<file path="config.mk">
export PLATFORM = sky130hd
export DESIGN_NAME = ic_irq_sequencer
export DESIGN_NICKNAME = d
export VERILOG_FILES = /design/src/rtl/ic_irq_sequencer.sv
export SDC_FILE = /design/constraint.sdc
export NUM_CORES = 1
export LEC_CHECK = 0
export ABC_CLOCK_PERIOD_IN_PS = 5400
export CAP_MARGIN = 10
export CORE_ASPECT_RATIO = 1.2
export CORE_UTILIZATION = 25
export CTS_BUF_LIST = sky130_fd_sc_hd__clkbuf_8
export CTS_CLUSTER_DIAMETER = 120
export DETAILED_ROUTE_END_ITERATION = 10
export PLACE_DENSITY = 0.48
export REMOVE_ABC_BUFFERS = 1
export SYNTH_ARGS = -nofsm -noshare
export SYNTH_HDL_FRONTEND = slang
export SYNTH_SLANG_ARGS = --single-unit
export TNS_END_PERCENT = 100
</file>
<file path="constraint.sdc">
create_clock -name clk -period 5.4 [get_ports clk]
set_clock_uncertainty 0.1 [all_clocks]
set_input_delay 0.54 -clock clk [delete_from_list [all_inputs] [get_ports clk]]
set_output_delay 0.54 -clock clk [all_outputs]
set_load 0.1 [all_outputs]
</file>
<file path="src/rtl/ic_irq_sequencer.sv">
// Interrupt sequencer: edge-captures 8 request lines into a masked pending
// register and offers one vector at a time to the CPU over valid/ready.
// Ports: clk, rstn (async low); irq_in[7:0] request levels;
//   cfg_we/cfg_addr/cfg_wdata/cfg_rdata register port
//   (0 MASK, 1 CTRL, 2 PENDING, 3 STATUS);
//   irq_valid/irq_vec/irq_ready vector offer; eoi end-of-interrupt;
//   in_service while servicing; timeout_irq one-cycle watchdog pulse.
module ic_irq_sequencer #(
    parameter int NUM_IRQ        = 8,
    parameter int TIMEOUT_CYCLES = 64
) (
    input  logic               clk,
    input  logic               rstn,
    input  logic [NUM_IRQ-1:0] irq_in,
    input  logic               cfg_we,
    input  logic [1:0]         cfg_addr,
    input  logic [7:0]         cfg_wdata,
    output logic [7:0]         cfg_rdata,
    output logic               irq_valid,
    output logic [2:0]         irq_vec,
    input  logic               irq_ready,
    input  logic               eoi,
    output logic               in_service,
    output logic               timeout_irq
);

    localparam int WDW = $clog2(TIMEOUT_CYCLES + 1);
    localparam logic [WDW-1:0] WD_LAST = WDW'(TIMEOUT_CYCLES - 1);

    typedef enum logic [1:0] {
        IDLE    = 2'd0,
        OFFER   = 2'd1,
        SERVICE = 2'd2
    } state_t;

    state_t             state_q, state_d;
    logic [NUM_IRQ-1:0] irq_q;
    logic [NUM_IRQ-1:0] pend_q, pend_d;
    logic [NUM_IRQ-1:0] mask_q, mask_d;
    logic [1:0]         ctrl_q, ctrl_d;
    logic [2:0]         last_q, last_d;
    logic               stky_q, stky_d;
    logic [2:0]         vec_q, vec_d;
    logic [WDW-1:0]     wd_q, wd_d;

    logic [NUM_IRQ-1:0] rise;
    logic [NUM_IRQ-1:0] sw_clr;
    logic [NUM_IRQ-1:0] hs_clr;
    logic               fire;
    logic [2:0]         sel_id;
    logic [2:0]         start;
    logic [2:0]         idx;
    logic               found;
    logic               wr_mask, wr_ctrl, wr_pend, wr_stat;

    assign wr_mask = cfg_we && (cfg_addr == 2'd0);
    assign wr_ctrl = cfg_we && (cfg_addr == 2'd1);
    assign wr_pend = cfg_we && (cfg_addr == 2'd2);
    assign wr_stat = cfg_we && (cfg_addr == 2'd3);

    // Masked edges are dropped here, never deferred.
    assign rise   = irq_in & ~irq_q & mask_q;
    assign sw_clr = wr_pend ? cfg_wdata : '0;

    // Wrapping search; fixed mode always starts at 0.
    always_comb begin
        start  = ctrl_q[0] ? last_q + 3'd1 : 3'd0;
        sel_id = '0;
        idx    = '0;
        found  = 1'b0;
        for (int i = 0; i < NUM_IRQ; i++) begin
            idx = start + 3'(i);
            if (!found && pend_q[idx]) begin
                sel_id = idx;
                found  = 1'b1;
            end
        end
    end

    always_comb begin
        state_d = state_q;
        vec_d   = vec_q;
        last_d  = last_q;
        wd_d    = wd_q;
        hs_clr  = '0;
        fire    = 1'b0;
        unique case (state_q)
            IDLE: begin
                wd_d = '0;
                if (ctrl_q[1] && (pend_q != '0)) begin
                    vec_d   = sel_id;
                    state_d = OFFER;
                end
            end
            OFFER: begin
                if (irq_ready) begin
                    hs_clr[vec_q] = 1'b1;
                    last_d        = vec_q;
                    wd_d          = '0;
                    state_d       = SERVICE;
                end
            end
            SERVICE: begin
                // eoi on the final cycle beats the watchdog.
                if (eoi) begin
                    wd_d    = '0;
                    state_d = IDLE;
                end else if (wd_q == WD_LAST) begin
                    fire    = 1'b1;
                    wd_d    = '0;
                    state_d = IDLE;
                end else begin
                    wd_d = wd_q + 1'b1;
                end
            end
            default: begin
                state_d = IDLE;
            end
        endcase
    end

    // New edges win over any clear of the same bit.
    assign pend_d = (pend_q & ~(sw_clr | hs_clr)) | rise;
    assign mask_d = wr_mask ? cfg_wdata : mask_q;
    assign ctrl_d = wr_ctrl ? cfg_wdata[1:0] : ctrl_q;
    assign stky_d = (stky_q & ~(wr_stat & cfg_wdata[3])) | fire;

    always_ff @(posedge clk or negedge rstn) begin
        if (!rstn) begin
            state_q <= IDLE;
            irq_q   <= '0;
            pend_q  <= '0;
            mask_q  <= '1;
            ctrl_q  <= 2'b10;
            last_q  <= 3'd7;
            stky_q  <= 1'b0;
            vec_q   <= '0;
            wd_q    <= '0;
        end else begin
            state_q <= state_d;
            irq_q   <= irq_in;
            pend_q  <= pend_d;
            mask_q  <= mask_d;
            ctrl_q  <= ctrl_d;
            last_q  <= last_d;
            stky_q  <= stky_d;
            vec_q   <= vec_d;
            wd_q    <= wd_d;
        end
    end

    assign irq_valid   = (state_q == OFFER);
    assign in_service  = (state_q == SERVICE);
    assign irq_vec     = vec_q;
    assign timeout_irq = fire;

    always_comb begin
        cfg_rdata = '0;
        unique case (cfg_addr)
            2'd0: cfg_rdata = mask_q;
            2'd1: cfg_rdata = {6'b0, ctrl_q};
            2'd2: cfg_rdata = pend_q;
            2'd3: cfg_rdata = {2'b0, irq_valid, in_service,
                               stky_q, last_q};
            default: cfg_rdata = '0;
        endcase
    end

endmodule

</file>
==> summary.md <==
| Metric | Value |
|---|---|
| Met1 WL | about 3700 um |
| Commonest non-fill, non-tap cell in the layout | nand2_1 |
| Final Worst Setup Slack | 1.66 ns |
| Routed vias | 2437 |
| Routed len/inst | between 15 and 20 um |
| Critical path type | reg2reg |
| Top layer in use | met4 |
| Met2 Wirelength | around 4000 um |
| Finished Layout Cells | 486 |
| Post-synthesis cell count | 299 |
| Max Slew Vio Count | 0 |
| Worst-path clk slew | 0.08 ns |
| Area of the multi-input gates | 0.00181 mm2 |
| Synth warn | 0 |
| DR iter-0 viols | 103 |
| Die ar. | 0.0127 mm2 |
| Initial core utilization | 26.0% |
| Die Span Y | 123 um |
| GRT Total Usage | approximately 14% |
| Prevailing post-synth register cell | dfrtp_1 |
| CTS tree | done |
| Unrepaired setup endpoints after global routing | false |
| Io pins | 37 |
| FP Rows | 43 |
| CP Launch Type | flop |
| First-pass detailed-route iteration total | 4 |
| Filler cell count in the final layout | 1284 |
| Synth unique cells | 69 |
| Sequential Power Share | 23.3% |
| Internal | 1.11 mW |
| Initial antenna violation count | 0 |
| Routed Antenna Nets | 0 |
| Register area | 0.00107 mm2 |
| Pwr Density | between 600 and 700 mW/mm2 |
| Worst path required time | 5.52 ns |
| Clock sinks | 42 |
| Vias per inst | between 5 and 6 |
| Post-Place Setup Slack | 1.74 ns |
| Slew margin rel. | 34.5% |
| Fmax achieved | 0.267 GHz |
| Area Growth Syn to Fin | 15.9% |
| WL met3 | 171 um |
| Leakage power | ~1.4 nW |
| Overall routed net length | 8120 um |
| CP Max Fanout | 11 |
| Minimum clock period | 3.74 ns |
| Layout cells sized above 1 | 18.5% |
| Combinational Power Share | 68.6% |
| CTS buffer count | 5 |
| Sequential cell area fraction in the yosys report | 34.9% |
| Clock power frac | under 10% |
| CTS Buffer Depth | 2 |
| EDFF count, synth | 0 |
| Fin. Hold Viols | 0 |
| Async SR Flop Fraction | 100% |
| Finished Cell Area | 0.00354 mm2 |
| Maximum VDD drop | approximately 0.00022 V |
| Final net count | 354 |
| Setup Fix Bufs, Post-CTS | 0 |
| Post-cts hold buffer count | 0 |
| Register bit total from synthesis | 42 |
| First-pass GRT wire length | 13400 um |
| Setup crit end kind | flop |
| Switching share of power | between 50% and 60% |
| Root Driver | clkbuf_8 |
| Largest net degree at the start of global routing | 43 |
| Core region area | 0.0117 mm2 |
| Post-Route Setup TNS | 0 ns |
| Status | completed |
| Post-DP Area | around 0.0035 mm2 |
| Max cap viols | 0 |
| # DRC | 0 |
| Syn Area/Cell | 10.2 um2 |
| Die W | 103 um |
| Placed cells | 478 |
| Vias in the first global route | 2550 |
| Clk_lat worst skew | 0.30 ns |
| Commonest non-fill, non-tap cells in the layout | nand2_1 (37), clkdlybuf4s50_1 (35), dfrtp_1 (30) |
| # port buffers | 36 |
| Setup Viol. Count Final | 0 |
| H-Tree Depth | 2 |
| ANT cells | 0 |
| Placer congestion estimate | 0.820 |
| Period utilisation layout | 69.2% |
| Post-CTS sizing | 0 |
| WP data arrival | 3.86 ns |
| DPL Wire Length | 6090 um |
| Post-Syn Area | between 0.003 and 0.004 mm2 |
| Gr ovfl total | 0 |
| Hold Crit Class | in2async |
| Tightest Pin Transition | 0.979 ns |
| Switch Pwr | 1.25 mW |
## layer usage
metal	up-vias	track usage (%)
li1	1171	-
met5	-	0
met4	0	5.55
met3	14	1.98
met1	1212	17.7
met2	40	24.0
## stage by stage
step / total power [mW] / utilization (%) / hold WS, ns
2_1_floorplan: 1.76 / - / 0.144
3_3_place_gp: 2.17 / 29.5 / 0.316
3_5_place_dp: 2.15 / 29.5 / 0.319
4_1_cts: 2.36 / 30.1 / 0.323
5_1_grt: 2.52 / 30.1 / 0.341
6_report: 2.36 / 30.1 / 0.295
## sequential cells by signal, indices dropped and copies added, names as in the netlist
| register | cells |
|---|---|
| irq_q | 8 |
| mask_q | 8 |
| pend_q | 8 |
| wd_q | 7 |
| irq_vec | 3 |
| last_q | 3 |
| ctrl_q | 2 |
| state_q | 2 |
| stky_q | 1 |
## power by group through the flow
stage | clock network [mW] | registers, mW | logic, mW
final | 0.193 | 0.549 | 1.62
after global placement | 0 | 0.553 | 1.61
after global routing | 0.213 | 0.569 | 1.74
after floorplan | 0 | 0.574 | 1.18
after CTS | 0.204 | 0.550 | 1.61
after detailed placement | 0 | 0.556 | 1.60
## path summary, 6_finish.rpt
| kind | depth (start not counted) | from | endpoint | slack [ns] |
|---|---|---|---|---|
| max in group asynchronous | 1 | rstn | stky_q | 4.30 |
| max | 11 | last_q[0] | irq_vec[0] | 1.66 |
| min | 1 | rstn | irq_q[6] | 0.30 |
| min in group clk | 1 | irq_q[5] | pend_q[5] | 0.33 |
| min reg2reg | 1 | irq_q[5] | pend_q[5] | 0.33 |
| max reg2reg | 11 | last_q[0] | irq_vec[0] | 1.66 |
## cell type report
class	count	area share [%]
Clock buffer	5	1.95
Timing Repair Buffer	36	10.0
Inverter	6	0.778
Multi-Input combinational cell	237	51.2
Tap cell	157	5.56
Sequential cell	42	30.1
Clock inverter	3	0.318
## cells by family after synthesis
family	count (synthesis)	synth area share, %
buffers and inverters	20	5.74
AOI/OAI and AO/OA	77	17.9
xor gates and xnor gates	4	1.60
DFF	42	34.9
muxes	49	20.4
adders and majority gates	3	1.23
and+or+nand+nor	104	18.2
## synthesized netlist by cell type (all sizes together) (5+ instances only)
library cell	count	area [um2]
and2	5	31.3
mux2i	19	194
clkbuf	8	53.8
nand3	10	50.1
nand2	37	139
dfstp	12	315
inv	6	27.5
nand2b	7	43.8
mux4	7	165
nor2b	5	38.8
a211oi	6	62.6
nand3b	5	37.5
mux2	23	263
a21oi	12	63.8
o211ai	9	81.3
dfrtp	30	751
o21ai	20	100
nor2	14	52.6
buf	6	93.8
## critical path, cell delays in order (launching register included)
cell      delay [ns]
dfstp_2         0.67
ha_1            0.26
and2_1          0.27
inv_1           0.26
ha_1            0.29
or3_1           0.40
and2_1          0.23
o211ai_1        0.33
nand2_1         0.15
o311ai_1        0.38
a31oi_1         0.14
a21oi_1         0.18
Note: power is estimated with default switching activity, not from simulation.
